[config.mk]
export PLATFORM = sky130hd
export DESIGN_NAME = mem_arbiter
export DESIGN_NICKNAME = d
export VERILOG_FILES = /design/src/rtl/mem_arbiter.sv
export SDC_FILE = /design/constraint.sdc
export NUM_CORES = 1
export LEC_CHECK = 0
export ABC_CLOCK_PERIOD_IN_PS = 4200
export CAP_MARGIN = 40
export CORE_MARGIN = 3
export CORE_UTILIZATION = 45
export DETAILED_ROUTE_END_ITERATION = 6
export GPL_ROUTABILITY_DRIVEN = 0
export GPL_TIMING_DRIVEN = 0
export PLACE_DENSITY = 0.94
export SETUP_SLACK_MARGIN = 0.1
export SYNTH_ARGS = -nofsm -noshare
export SYNTH_HDL_FRONTEND = slang
export SYNTH_SLANG_ARGS = --single-unit
export TNS_END_PERCENT = 1
[constraint.sdc]
create_clock -name clk -period 4.2 [get_ports clk]
set_input_delay 1.05 -clock clk [delete_from_list [all_inputs] [get_ports clk]]
set_output_delay 1.05 -clock clk [all_outputs]
set_load 0.05 [all_outputs]
[src/rtl/mem_arbiter.sv]
`default_nettype none
//==============================================================================
// mem_arbiter : round-robin CPU/DMA arbiter for a single registered memory port
// Revision    : 1.0
//==============================================================================
`timescale 1ns/1ps

module mem_arbiter #(
  parameter int READ_LATENCY = 1
) (
  input  logic        clk,
  input  logic        rst,
  input  logic        cpuReq,
  input  logic        cpuWe,
  input  logic [15:0] cpuAddr,
  input  logic [15:0] cpuWData,
  output logic        cpuAck,
  output logic [15:0] cpuRData,
  output logic        clkHold,
  input  logic        dmaReq,
  input  logic        dmaWe,
  input  logic [15:0] dmaAddr,
  input  logic [15:0] dmaWData,
  output logic        dmaAck,
  output logic [15:0] dmaRData,
  output logic [15:0] memAddr,
  output logic        memRe,
  output logic        memWe,
  output logic [15:0] memWBus,
  input  logic [15:0] memRBus
);

  typedef enum logic [1:0] {
    S_IDLE  = 2'd0,
    S_READ  = 2'd1,
    S_WRITE = 2'd2,
    S_DONE  = 2'd3
  } state_t;

  localparam logic [3:0] C_LAT_LOAD = 4'(READ_LATENCY - 1);
  localparam logic       C_OWN_CPU  = 1'b0;
  localparam logic       C_OWN_DMA  = 1'b1;

  state_t      state_q, state_d;
  logic        owner_q, owner_d;
  logic        last_grant_q, last_grant_d;
  logic [15:0] addr_q, addr_d;
  logic [15:0] wdata_q, wdata_d;
  logic [3:0]  cnt_q, cnt_d;
  logic [15:0] mem_addr_q, mem_addr_d;
  logic [15:0] mem_wbus_q, mem_wbus_d;
  logic        mem_re_q, mem_re_d;
  logic        mem_we_q, mem_we_d;
  logic        cpu_ack_q, cpu_ack_d;
  logic        dma_ack_q, dma_ack_d;
  logic [15:0] cpu_rdata_q, cpu_rdata_d;
  logic [15:0] dma_rdata_q, dma_rdata_d;

  logic        w_req_any;
  logic        w_grant_dma;
  logic        w_req_we;
  logic [15:0] w_req_addr;
  logic [15:0] w_req_wdata;

  // On a tie the requester that did not win last time takes the port.
  assign w_req_any   = cpuReq | dmaReq;
  assign w_grant_dma = dmaReq & (~cpuReq | (last_grant_q == C_OWN_CPU));
  assign w_req_we    = w_grant_dma ? dmaWe    : cpuWe;
  assign w_req_addr  = w_grant_dma ? dmaAddr  : cpuAddr;
  assign w_req_wdata = w_grant_dma ? dmaWData : cpuWData;

  always_comb begin
    state_d      = state_q;
    owner_d      = owner_q;
    last_grant_d = last_grant_q;
    addr_d       = addr_q;
    wdata_d      = wdata_q;
    cnt_d        = cnt_q;
    mem_addr_d   = 16'h0000;
    mem_wbus_d   = 16'h0000;
    mem_re_d     = 1'b0;
    mem_we_d     = 1'b0;
    cpu_ack_d    = 1'b0;
    dma_ack_d    = 1'b0;
    cpu_rdata_d  = cpu_rdata_q;
    dma_rdata_d  = dma_rdata_q;

    // Memory-side outputs are computed from the next state so they appear
    // registered in the same cycle the FSM enters that state.
    unique case (state_q)
      S_IDLE: begin
        if (w_req_any) begin
          owner_d      = w_grant_dma;
          last_grant_d = w_grant_dma;
          addr_d       = w_req_addr;
          wdata_d      = w_req_wdata;
          mem_addr_d   = w_req_addr;
          if (w_req_we) begin
            state_d    = S_WRITE;
            mem_we_d   = 1'b1;
            mem_wbus_d = w_req_wdata;
          end else begin
            state_d  = S_READ;
            cnt_d    = C_LAT_LOAD;
            mem_re_d = 1'b1;
          end
        end
      end
      S_READ: begin
        if (cnt_q == 4'd0) begin
          state_d = S_DONE;
          if (owner_q == C_OWN_DMA) begin
            dma_rdata_d = memRBus;
            dma_ack_d   = 1'b1;
          end else begin
            cpu_rdata_d = memRBus;
            cpu_ack_d   = 1'b1;
          end
        end else begin
          cnt_d      = cnt_q - 4'd1;
          mem_re_d   = 1'b1;
          mem_addr_d = addr_q;
        end
      end
      S_WRITE: begin
        state_d = S_DONE;
        if (owner_q == C_OWN_DMA) begin
          dma_ack_d = 1'b1;
        end else begin
          cpu_ack_d = 1'b1;
        end
      end
      S_DONE: begin
        state_d = S_IDLE;
      end
      default: begin
        state_d = S_IDLE;
      end
    endcase
  end

  always_ff @(posedge clk) begin
    if (!rst) begin
      state_q      <= S_IDLE;
      owner_q      <= C_OWN_CPU;
      last_grant_q <= C_OWN_DMA;
      addr_q       <= 16'h0000;
      wdata_q      <= 16'h0000;
      cnt_q        <= 4'd0;
      mem_addr_q   <= 16'h0000;
      mem_wbus_q   <= 16'h0000;
      mem_re_q     <= 1'b0;
      mem_we_q     <= 1'b0;
      cpu_ack_q    <= 1'b0;
      dma_ack_q    <= 1'b0;
      cpu_rdata_q  <= 16'h0000;
      dma_rdata_q  <= 16'h0000;
    end else begin
      state_q      <= state_d;
      owner_q      <= owner_d;
      last_grant_q <= last_grant_d;
      addr_q       <= addr_d;
      wdata_q      <= wdata_d;
      cnt_q        <= cnt_d;
      mem_addr_q   <= mem_addr_d;
      mem_wbus_q   <= mem_wbus_d;
      mem_re_q     <= mem_re_d;
      mem_we_q     <= mem_we_d;
      cpu_ack_q    <= cpu_ack_d;
      dma_ack_q    <= dma_ack_d;
      cpu_rdata_q  <= cpu_rdata_d;
      dma_rdata_q  <= dma_rdata_d;
    end
  end

  assign memAddr  = mem_addr_q;
  assign memWBus  = mem_wbus_q;
  assign memRe    = mem_re_q;
  assign memWe    = mem_we_q;
  assign cpuAck   = cpu_ack_q;
  assign dmaAck   = dma_ack_q;
  assign cpuRData = cpu_rdata_q;
  assign dmaRData = dma_rdata_q;
  assign clkHold  = rst & cpuReq & ~cpu_ack_q;

endmodule

`default_nettype wire

# After elaboration in Yosys (flattened, before gate mapping)
# Cells that the tools add are included.
# totals
register_bits,92
in_bits,86
out_inout_bits,69
word_cells,65
# classes
addsub,1
eq_ne,7
n_mux,25
n_bitwise,9
n_reduce_logical,10
# op_table
op,n
$mux W16,4
$pmux W16 S2,1
$mux W4,3
$mux W1,9
$reduce_and A3 Y1,3
$ne A2 B2 Y1 const B,4
$pmux W2 S4,1
$pmux W4 S2,1
$reduce_and A4 Y1,2
$mux W2,3
$pmux W1 S2,3
$eq A2 B2 Y1 const B,2
$logic_not A4 Y1,1
$not A1 Y1,4
$reduce_and A2 Y1,2
$sub A4 B1 Y4 const B,1
$and A1 B1 Y1,3
$eq A2 B1 Y1 const B,1
$logic_not A2 Y1,1
$or A1 B1 Y1,2
$reduce_bool A2 Y1,1

# Logic depth before layout (Yosys ltp)
# logic_depth
depth_word,7
mapped_depth,9

# Least setup slack after synthesis
# No wires, ideal clock.
# synth_path
path_kind,input port to output port
start,input rst
end,output clkHold
t_arrival_ns,2.196
required_time_ns,3.150
slack_ns,0.954
path_stages,4
n_path_buf,2
cell_sequence,clkbuf_1 clkbuf_1 nand2_1 nor2_1
# synth_between
elab_chain_len,2
# synth_rtl
element,line_no,source
"start, declared",12,"input logic rst,"
$and A1 B1 Y1 (2 in series),184,assign clkHold = rst & cpuReq & ~cpu_ack_q;
"end, declared",19,"output logic clkHold,"
# Every way passes these cells.

# Final worst setup path
# layout_path
start,input cpuReq
end,output clkHold
# layout_between
elab_chain_len,2
# layout_rtl
element,line_no,source
"start, declared",13,"input logic cpuReq,"
$and A1 B1 Y1 (2 in series),184,
# Every way passes these cells.

==> impl_metrics.ini <==
[power]
p_per_area_mw_per_mm2 = 468
p_leak_uw = 0.00206
vdd_drop_max_mv = 0.303

[layout]
area_delta_synth_final_pct = 52.3
finalNetCount = 673
drive_gt1_share_pct = 5.62
instances_no_fill = 686
antenna_cells = 0
final_area_sq_mm = 0.00538
num-fill-cells = 563

[clocking]
cts-root-buf = clkbuf_8
clk-insertion-delay-late_ps = 370
cts_tree = built
holdBufCountCts = 0
post_cts_buffers = 0
clk_path_buf_depth = 2
cts_sinks = 92
cts_resized = 0
clk_pin_slew_ps = 90
h-tree-depth = 3
cts_buffers = 9

[floorplan]
initial_core_util_pct = 47.4
die-height_um = 94.6
die-area_sq_mm = 0.00895
num_rows = 31
io_pins = 155
die_x_um = 94.6
core_sq_mm = 0.00745

[placed_design]
port_buffers = 153
post-place-cells = 670
hpwl_um = 8120
placed_area_sq_mm = 0.00519
post-place-ws_ps = 419

[min_path]
hold_class = flip-flop to flip-flop
hold_depth = 2
holdPathEnd = dmaRData[2]
min_from = dmaRData[2]

[setup_path]
crit_top_cell = clkdlybuf4s50_1
cp_top_family = buffers and inverters
end_kind = output port
critPathSlowestCell = clkdlybuf4s50_1
path_max_fanout = 10
r2r_cells = 6
timing.rr.start = state_q[0]
reg2reg_slack_ps = 2060
cpPeakStageDelay_ps = 810
critical_path_required_ps = 3150
critPathArrivalTime_ps = 2730
cp.buffers_inverters = 3
worstSetupPathType = primary input to output port
timing.rr.end = memRe
start_kind = primary input
crit_chain = clkdlybuf4s50_1, buf_2, nand2_1, nor2_1, clkdlybuf4s50_1

[routing]
drt_iter0_drc = 193
vias = 3616
drt_first_pass_iters = 4
vias_per_cell = 5.27
drtAntennaViolNets = 0
drc = 0
drt-total-wl_um = 10500
wl_per_cell_um = 15.3

[global_routing]
grt_pass1_wl_um = 16500
antenna_found_initial = 0
grtUsageTotal_pct = 23.5
grt_pass1_vias = 3549
overflow = 0
grt_max_degree = 19

[status]
status = finished, final reports clean

[timing]
finClkSkew_ps = 12.8
drv_slew = 0
finalHoldViolations = 0
rsz0062_at_grt = no
fin_ws_ps = 422
setup_viol = 0
finalCriticalPeriod_ps = 3780
slew_headroom_pct = 48.6
final.period_utilization_pct = 90.0
fmax_ghz = 0.265
fin_setup_tns_ps = 0
tightestPinTransition_ps = 765

[yosys]
synth.ff_latch_count = 92
yosys_warnings = 0
synth.area.top_cells = dfxtp_1 (52%), nand2_1 (12%), a21oi_1 (9.9%), mux2i_1 (4.0%), a2bb2oi_1 (3.2%)
syn_inst = 418
ys_seq_area_share_pct = 52.1
synth_area_sq_mm = 0.00353
post_synth_num_cell_types = 36
synth_nets = 509
syn_avg_cell_area_sq_um = 8.45
synth_area_leader_cell = dfxtp_1
synth_top_area_share_pct = 52.1

[job]
max-cap-violations = 0
tightest hold or removal path, cell delays in order, from the launching register on:
cell and delay (ps):
dfxtp_1 320, nand2_1 50, a21oi_1 50
sequential cells by signal, summed over array words and instances, names as in the netlist:
name          count
owner_q           1
dmaAck            1
cnt_q             4
state_q           2
memAddr          16
dmaRData         16
memRe             1
memWe             1
addr_q           16
memWBus          16
cpuRData         16
cpuAck            1
last_grant_q      1
stage by stage:
step	hold slack, ps	util [%]	total power (uW)
3_3_place_gp	442	69.7	1920
2_1_floorplan	434	-	1630
6_report	459	72.2	2520
4_1_cts	461	72.2	2520
3_5_place_dp	447	69.7	1950
5_1_grt	480	72.2	2640
per-layer routing:
metal	track usage (%)	wire, um
met2	43.8	5510
met4	8.17	188
met5	0	0
met1	25.5	3960
met3	6.29	817
area by class of cell:
| cell class | count | area [sq um] | share of cell area [%] |
|---|---|---|---|
| Sequential cell | 92 | 1840 | 34.2 |
| Tap cell | 99 | 124 | 2.30 |
| Buffer | 29 | 129 | 2.40 |
| Timing Repair Buffer | 153 | 1530 | 28.5 |
| Clock buffer | 9 | 124 | 2.30 |
| Inverter | 8 | 30.0 | 0.558 |
| Clock inverter | 7 | 67.6 | 1.26 |
| Multi-Input combinational cell | 289 | 1530 | 28.5 |
power breakdown:
part | internal, uW | total (uW) | switching [uW]
sequential | 986 | 1040 | 54.5
clock | 231 | 573 | 343
combinational | 340 | 906 | 566
total | 1560 | 2520 | 963
how the worst max path moves through the flow:
stage           start  endpoint  slack (ps)  cells past startpoint
2_1_floorplan     rst   clkHold         950                      4
3_3_place_gp   cpuReq   clkHold         440                      5
3_5_place_dp   cpuReq   clkHold         420                      5
4_1_cts        cpuReq   clkHold         420                      5
5_1_grt        cpuReq   clkHold         320                      5
6_report       cpuReq   clkHold         420                      5
logic make-up (layout without fill, tap and decap cells):
group	Yosys count	after routing	share of synthesized area, %
flip-flops	92	92	52.1
AND/OR/NAND/NOR	149	149	17.0
buffers and inverters	37	206	4.50
AO/OA/AOI/OAI	121	121	20.6
adder cells (fa/ha/maj)	5	5	1.77
multiplexers	14	14	3.97
layout by cell type (no fill, tap or decap), drive strengths merged, types with 3 or more instances in the layout:
master and instances:
clkdlybuf4s50 153, nand2 115, dfxtp 92, a21oi 70, clkbuf 26, nor2 21, o21ai 19, mux2i 14
a2bb2oi 13, buf 12, inv 12, ha 5, a32o 4, nand2b 3, clkinv 3
synth_stat cells:
master       n
a21bo_2      1
or3_1        1
nor3_1       2
inv_1        8
o22ai_1      2
a22oi_1      1
and2_1       2
a2bb2oi_1   13
ha_1         5
dfxtp_1     92
nand2b_1     3
a32o_1       4
a21oi_1     70
clkbuf_1    15
o211ai_1     2
nand3_1      1
a21boi_1     1
nand3_2      1
or4b_1       1
o21a_1       1
o21ai_1      2
buf_2       11
nor2b_1      1
mux2i_1     14
buf_4        1
a21boi_0     1
a221o_1      1
clkbuf_2     2
o221a_2      1
o221a_1      1
o211a_1      1
nor2_1      21
and4bb_1     1
nand2_1    115
o32ai_1      2
o21ai_0     17
Power figures use the tool's default switching activity.
